$ cat src/rtl/fetch_line_server.sv
// Single-line instruction buffer for the fetch stage: serves 128-bit lines on hit,
// refills word-by-word from a 32-bit memory port on miss. Optional counters: FETCH_LINE_STATS_EN.
module fetch_line_server #(
   parameter int unsigned ADDR_W = 32,
   parameter int unsigned INSN_W = 32
) (
   input  logic                clk,
   input  logic                reset,
   input  logic [ADDR_W-1:0]   pc,
   input  logic                fetch_req,
   input  logic                flush,
   output logic [4*INSN_W-1:0] idata,
   output logic                idata_valid,
   output logic                mem_req_valid,
   output logic [ADDR_W-1:0]   mem_req_addr,
   input  logic                mem_req_ready,
   input  logic                mem_rsp_valid,
   input  logic [INSN_W-1:0]   mem_rsp_data
`ifdef FETCH_LINE_STATS_EN
   ,
   output logic [31:0]         hit_cnt,
   output logic [31:0]         miss_cnt
`endif
);

   localparam int unsigned TAG_W  = ADDR_W - 4;
   localparam int unsigned LINE_W = 4 * INSN_W;

   typedef enum logic [1:0] {S_IDLE, S_REQ, S_WAIT} state_t;

   state_t              state_q, state_d;
   logic                buf_valid_q, buf_valid_d;
   logic [TAG_W-1:0]    buf_tag_q, buf_tag_d;
   logic [TAG_W-1:0]    miss_tag_q, miss_tag_d;
   logic [LINE_W-1:0]   idata_q, idata_d;
   logic [1:0]          word_idx_q, word_idx_d;
   logic                kill_q, kill_d;
   logic [TAG_W-1:0]    pc_tag;
   logic                start_miss;
   logic                unused_pc_offset;

   assign pc_tag           = pc[ADDR_W-1:4];
   assign unused_pc_offset = ^pc[3:0];
   assign idata_valid      = buf_valid_q && (buf_tag_q == pc_tag);
   assign start_miss       = (state_q == S_IDLE) && fetch_req && !idata_valid && !flush;
   assign mem_req_valid    = (state_q == S_REQ);
   assign mem_req_addr     = {miss_tag_q, word_idx_q, 2'b00};
   assign idata            = idata_q;

   // State and buffer registers
   always_ff @(posedge clk) begin
      if (reset) begin
         state_q     <= S_IDLE;
         buf_valid_q <= 1'b0;
         buf_tag_q   <= '0;
         miss_tag_q  <= '0;
         idata_q     <= '0;
         word_idx_q  <= 2'd0;
         kill_q      <= 1'b0;
      end else begin
         state_q     <= state_d;
         buf_valid_q <= buf_valid_d;
         buf_tag_q   <= buf_tag_d;
         miss_tag_q  <= miss_tag_d;
         idata_q     <= idata_d;
         word_idx_q  <= word_idx_d;
         kill_q      <= kill_d;
      end
   end

   // Next-state: a started fill always runs to its fourth word; flush only poisons the result
   always_comb begin
      state_d     = state_q;
      buf_valid_d = buf_valid_q;
      buf_tag_d   = buf_tag_q;
      miss_tag_d  = miss_tag_q;
      idata_d     = idata_q;
      word_idx_d  = word_idx_q;
      kill_d      = kill_q;

      if (flush) buf_valid_d = 1'b0;

      case (state_q)
         S_IDLE: begin
            if (start_miss) begin
               miss_tag_d = pc_tag;
               word_idx_d = 2'd0;
               kill_d     = 1'b0;
               state_d    = S_REQ;
            end
         end
         S_REQ: begin
            if (flush) kill_d = 1'b1;
            if (mem_req_ready) state_d = S_WAIT;
         end
         S_WAIT: begin
            if (flush) kill_d = 1'b1;
            if (mem_rsp_valid) begin
               for (int k = 0; k < 4; k++) begin
                  if (word_idx_q == 2'(k)) idata_d[k*INSN_W +: INSN_W] = mem_rsp_data;
               end
               if (word_idx_q == 2'd0) buf_valid_d = 1'b0;
               if (word_idx_q == 2'd3) begin
                  state_d     = S_IDLE;
                  buf_tag_d   = miss_tag_q;
                  buf_valid_d = !kill_q && !flush;
               end else begin
                  word_idx_d = word_idx_q + 2'd1;
                  state_d    = S_REQ;
               end
            end
         end
         default: state_d = S_IDLE;
      endcase
   end

`ifdef FETCH_LINE_STATS_EN
   // Saturating hit / fill counters, cleared only by reset
   always_ff @(posedge clk) begin
      if (reset) begin
         hit_cnt  <= 32'd0;
         miss_cnt <= 32'd0;
      end else begin
         if (fetch_req && idata_valid && (hit_cnt != 32'hFFFF_FFFF)) hit_cnt <= hit_cnt + 32'd1;
         if (start_miss && (miss_cnt != 32'hFFFF_FFFF)) miss_cnt <= miss_cnt + 32'd1;
      end
   end
`endif

endmodule

$ cat config.mk
export PLATFORM = sky130hd
export DESIGN_NAME = fetch_line_server
export DESIGN_NICKNAME = d
export VERILOG_FILES = /design/src/rtl/fetch_line_server.sv
export SDC_FILE = /design/constraint.sdc
export NUM_CORES = 1
export LEC_CHECK = 0
export ABC_AREA = 1
export ABC_CLOCK_PERIOD_IN_PS = 1600
export BUFFER_PORTS_ARGS = -buffer_cell sky130_fd_sc_hd__buf_2
export CAP_MARGIN = 10
export CORE_UTILIZATION = 46
export DETAILED_ROUTE_END_ITERATION = 6
export GPL_TIMING_DRIVEN = 0
export PLACE_DENSITY = 0.84
export SETUP_SLACK_MARGIN = 0.3
export SLEW_MARGIN = 15
export SYNTH_ARGS = -nofsm -noshare
export SYNTH_HDL_FRONTEND = slang
export SYNTH_SLANG_ARGS = --single-unit
$ cat constraint.sdc
create_clock -name clk -period 1.6 [get_ports clk]
set_input_delay 0.24 -clock clk [delete_from_list [all_inputs] [get_ports clk]]
set_output_delay 0.24 -clock clk [all_outputs]
set_load 0.1 [all_outputs]
# [Word level (Yosys, flattened, before mapping)]
# Index checks and enable logic that the tools add are counted.
# W data, S select, Z words.
[word_totals] reg_bits=190 elab_cells=60 out_inout_bits=162 inputBits=70
[classes] muxes=17 reduce_logical=21 n_eq_ne=11 addsub=1
[ops] operator="$eq A28 B28 Y1" count=1
[ops] operator="$reduce_and A3 Y1" count=6
[ops] operator="$mux W2" count=6
[ops] operator="$mux W1" count=8
[ops] operator="$eq A2 B2 Y1 const B" count=3
[ops] operator="$ne A2 B2 Y1 const B" count=3
[ops] operator="$pmux W2 S3" count=1
[ops] operator="$logic_and A1 B1 Y1" count=5
[ops] operator="$eq A2 B1 Y1 const B" count=2
[ops] operator="$logic_not A2 Y1" count=2
[ops] operator="$ne A2 B1 Y1 const B" count=2
[ops] operator="$pmux W2 S2" count=1
[ops] operator="$reduce_and A4 Y1" count=1
[ops] operator="$reduce_bool A2 Y1" count=2
[ops] operator="$logic_not A1 Y1" count=3
[ops] operator="$add A2 B1 Y2 const B" count=1
[ops] operator="$pmux W1 S2" count=1
[ops] operator="$reduce_and A2 Y1" count=1
[ops] operator="$reduce_or A2 Y1" count=1

# [Depth between registers and ports, before layout]
[depth] depth_word=7 mapped_depth=15 mapped_depth_nobuf=15

# [Worst setup path after synthesis]
# No wires, ideal clock.
[synth_timing] path_kind="reg2out" startpoint="register buf_tag_q[11]" endpoint="output port idata_valid" t_required_ps=1360 slack_ps=-753 path_buffers=0 stages_incl_launch_ff=8 arrival_time_ps=2113 path_cell_list="dfxtp_1 > inv_1 > nand2_1 > o2111a_1 > nand3_1 > nor4_1 > nand2_1 > nor2_1"
[synth_via] elab_chain_cells=2
[synth_rtl] element="start, declared" line_no="33" source="logic [TAG_W-1:0] buf_tag_q, buf_tag_d;"
[synth_rtl] element="start signal, assigned" line_no="63" source="buf_tag_q <= buf_tag_d;"
[synth_rtl] element="$eq A28 B28 Y1" line_no="44" source="assign idata_valid = buf_valid_q && (buf_tag_q == pc_tag);"
[synth_rtl] element="$logic_and A1 B1 Y1" line_no="44"
[synth_rtl] element="end, declared" line_no="13" source="output logic idata_valid,"
# No other way between the ends.

# [Worst setup path in the final report]
[layout_timing] startpoint="register buf_tag_q[20]" endpoint="output port idata_valid"
# Same word-level chain as after synthesis.

==> results.md <==
* Status: finished, violations left
* Failing checks: negative setup slack
* Number of synthesized register bits at 190
* Initial antenna violation count at 2
* Final net count at 1402
* Skew-Pair Late Insertion Delay at 0.47 ns
* Final Hold Fails at 0
* Final ANT Viol Nets at 0
* Post-Synthesis Cells at 1017
* Power per cell area at 1240 mW/mm^2
* Setup-failing EPs final at 56
* Die Height at 131 um
* Setup TNS at -12.52 ns
* Crit path kind: register to output port
* Max-cap check violation count at 0
* Clock Tree Buf Depth at 2
* Die W at 131 um
* Unrepaired setup endpoints after global routing: yes
* Number of cell rows at 46
* Gpl congestion at 0.896
* Final min period at 2.25 ns
* Clk pin slew, worst setup/hold paths at 0.08 ns
* Residual DRC at 0
* Dpl cells at 1458
* DR vias at 9841
* Starting Density at 47.5%
* CTS buffer count at 17
* Dpl cell area at 0.00932 mm^2
* Crit path DAT at 2.01 ns
* Synth unique cells at 29
* Slew headroom at 20.7%
* P&R area growth vs syn at 83.8%
* Post-Route WL at 39.8 mm
* Post-Route Utilization at 87.3%
* Post-route setup slack at -0.653 ns
* Hold Path Class: input port to register
* DP Wirelength at 17.5 mm
* Clk sink count at 190
* Grt ovf at 0
* 1st-pass router iterations at 7
* Commonest non-fill, non-tap cell in the layout: buf_2
* Worst Tran Pin Value at 1.19 ns
* Non-filler instance count after layout at 1556
* CP endpoint kind: output port
* Slew Limit Fails at 0
* Vias per std cell at 6.32
* Fmax achieved at 444 MHz
* Clk root buf: clkbuf_16
* Io pins at 232
* Initial DRC count at 1058
* Share of cells above drive strength 1 at 60.6%
* Largest net degree at the start of global routing at 19
* YS warnings at 0
* Max IR drop VDD at 1130 uV
* Avg Inst Size Synth at 7.47 um^2
* Die ar. at 0.0170 mm^2
* Filler cells at 672
* Sequential share of the synthesized area at 50.1%
* Final Cell Area at 0.0140 mm^2
* Crit start category: register
* Number of global-route vias before repair at 8850
* CP Max Fanout at 2
* Setup slack, reg-to-reg at -0.40 ns
* Pre-CTS setup slack at -0.297 ns
* Commonest cells after routing, fill and taps aside: buf_2 (155), nand2_1 (140), a21oi_2 (129), dfxtp_1 (110), nand3_1 (88)
* Overall Global Routing Usage at 36.6%
* Static Leak at 0.00550 uW
* Clk_skew at 0.0139 ns
* Core ar. at 0.0160 mm^2
* Tcrit/Tclk final at 141%
* CP required at 1.36 ns
* H-tree level count at 4
* Mapped Area at 0.00760 mm^2
* First-pass GRT wire length at 47.2 mm
* Port Buffers at 224
* CTS tree: yes
* Average wire per standard cell at 25.6 um
## final timing paths
path	depth (start not counted)	end	startpoint
max	8	idata_valid	buf_tag_q[20]
min	2	buf_valid_q	flush
max reg2reg	14	miss_tag_q[27]	buf_tag_q[27]
min reg2reg	2	idata[88]	idata[88]
## per-layer routing
metal | track usage [%] | vias to the layer above | wire length [um]
met5 | 0 | - | 0
met4 | 21.8 | 0 | 3680
li1 | - | 3973 | -
met2 | 60.0 | 908 | 18700
met3 | 8.96 | 353 | 4290
met1 | 43.6 | 4607 | 13200
## worst max-delay path, cell delays in order, from the launching register on
cell	delay (ns)
dfxtp_1	0.32
inv_1	0.09
nand2_1	0.13
a21oi_2	0.17
o2111ai_1	0.11
nor2_1	0.21
nand3_1	0.18
nor2_4	0.16
buf_12	0.18
## final cells by class
cell class,count,area (um^2),area share (%)
Multi-Input combinational cell,684,4920,35.2
Sequential cell,190,3920,28.1
Timing Repair Buffer,285,3130,22.4
Buffer,72,787,5.63
Clock buffer,18,439,3.14
Inverter,73,309,2.21
Tap cell,216,270,1.93
Clock inverter,14,171,1.23
Timing Repair inverter,1,11.3,0.0806
Antenna cell,3,7.51,0.0537
## where the power goes
group          total, uW  internal, uW  switching [uW]
Combinational       7130          2510            4620
Sequential          5550          5070             479
Clock               4650          2410            2250
## synth_stat cells
| cell | n | share of area [%] |
|---|---|---|
| a2111oi_2 | 1 | 0.20 |
| a21oi_1 | 186 | 12 |
| a21oi_2 | 3 | 0.35 |
| buf_1 | 2 | 0.099 |
| buf_2 | 13 | 0.86 |
| buf_4 | 5 | 0.49 |
| buf_6 | 5 | 0.74 |
| clkbuf_1 | 47 | 2.3 |
| conb_1 | 1 | 0.049 |
| dfxtp_1 | 190 | 50 |
| ha_1 | 8 | 1.3 |
| inv_1 | 65 | 3.2 |
| inv_2 | 7 | 0.35 |
| inv_4 | 1 | 0.082 |
| nand2_1 | 268 | 13 |
| nand2_2 | 1 | 0.082 |
| nand2_4 | 1 | 0.15 |
| nand3_1 | 103 | 6.8 |
| nand4_1 | 6 | 0.49 |
| nor2_1 | 28 | 1.4 |
| nor4_1 | 4 | 0.33 |
| o2111a_1 | 1 | 0.15 |
| o2111ai_1 | 1 | 0.12 |
| o211ai_1 | 1 | 0.099 |
| o21ai_0 | 41 | 2.7 |
| o21ai_1 | 22 | 1.4 |
| or2_2 | 1 | 0.082 |
| xnor2_1 | 4 | 0.46 |
| xor2_1 | 1 | 0.12 |
## state kept, by name, indices dropped and copies added, names as in the netlist
register / flops
kill_q: 1
word_idx_q: 2
buf_valid_q: 1
state_q: 2
miss_tag_q: 28
idata: 128
buf_tag_q: 28
## kinds of logic (layout without fill, tap and decap cells)
group,count (synthesis),count (layout),synth area share (%)
AND/OR/NAND/NOR,412,413,22.5
XOR/XNOR,5,5,0.576
adder cells (fa/ha/maj),8,8,1.32
AO/OA/AOI/OAI,256,256,17.3
buffers and inverters,145,463,8.15
flip-flops,190,190,50.1
other,1,5,0.0494
## through the flow
stage | power [uW] | hold WS (ns)
4_1_cts | 15900 | 0.0223
5_1_grt | 17700 | 0.000350
3_3_place_gp | 9860 | 0.438
6_report | 17300 | 0.0138
2_1_floorplan | 9010 | 0.320
3_5_place_dp | 9920 | 0.448
## repair_timing
action / CTS / global route
cloned: 23 / 2
pin swaps: 57 / 48
resized for setup: 521 / 439
buffers inserted: 29 / 9
setup endpoints to repair: 350 / 319
hold buffers: 0 / 0
Power figures use the tool's default switching activity.
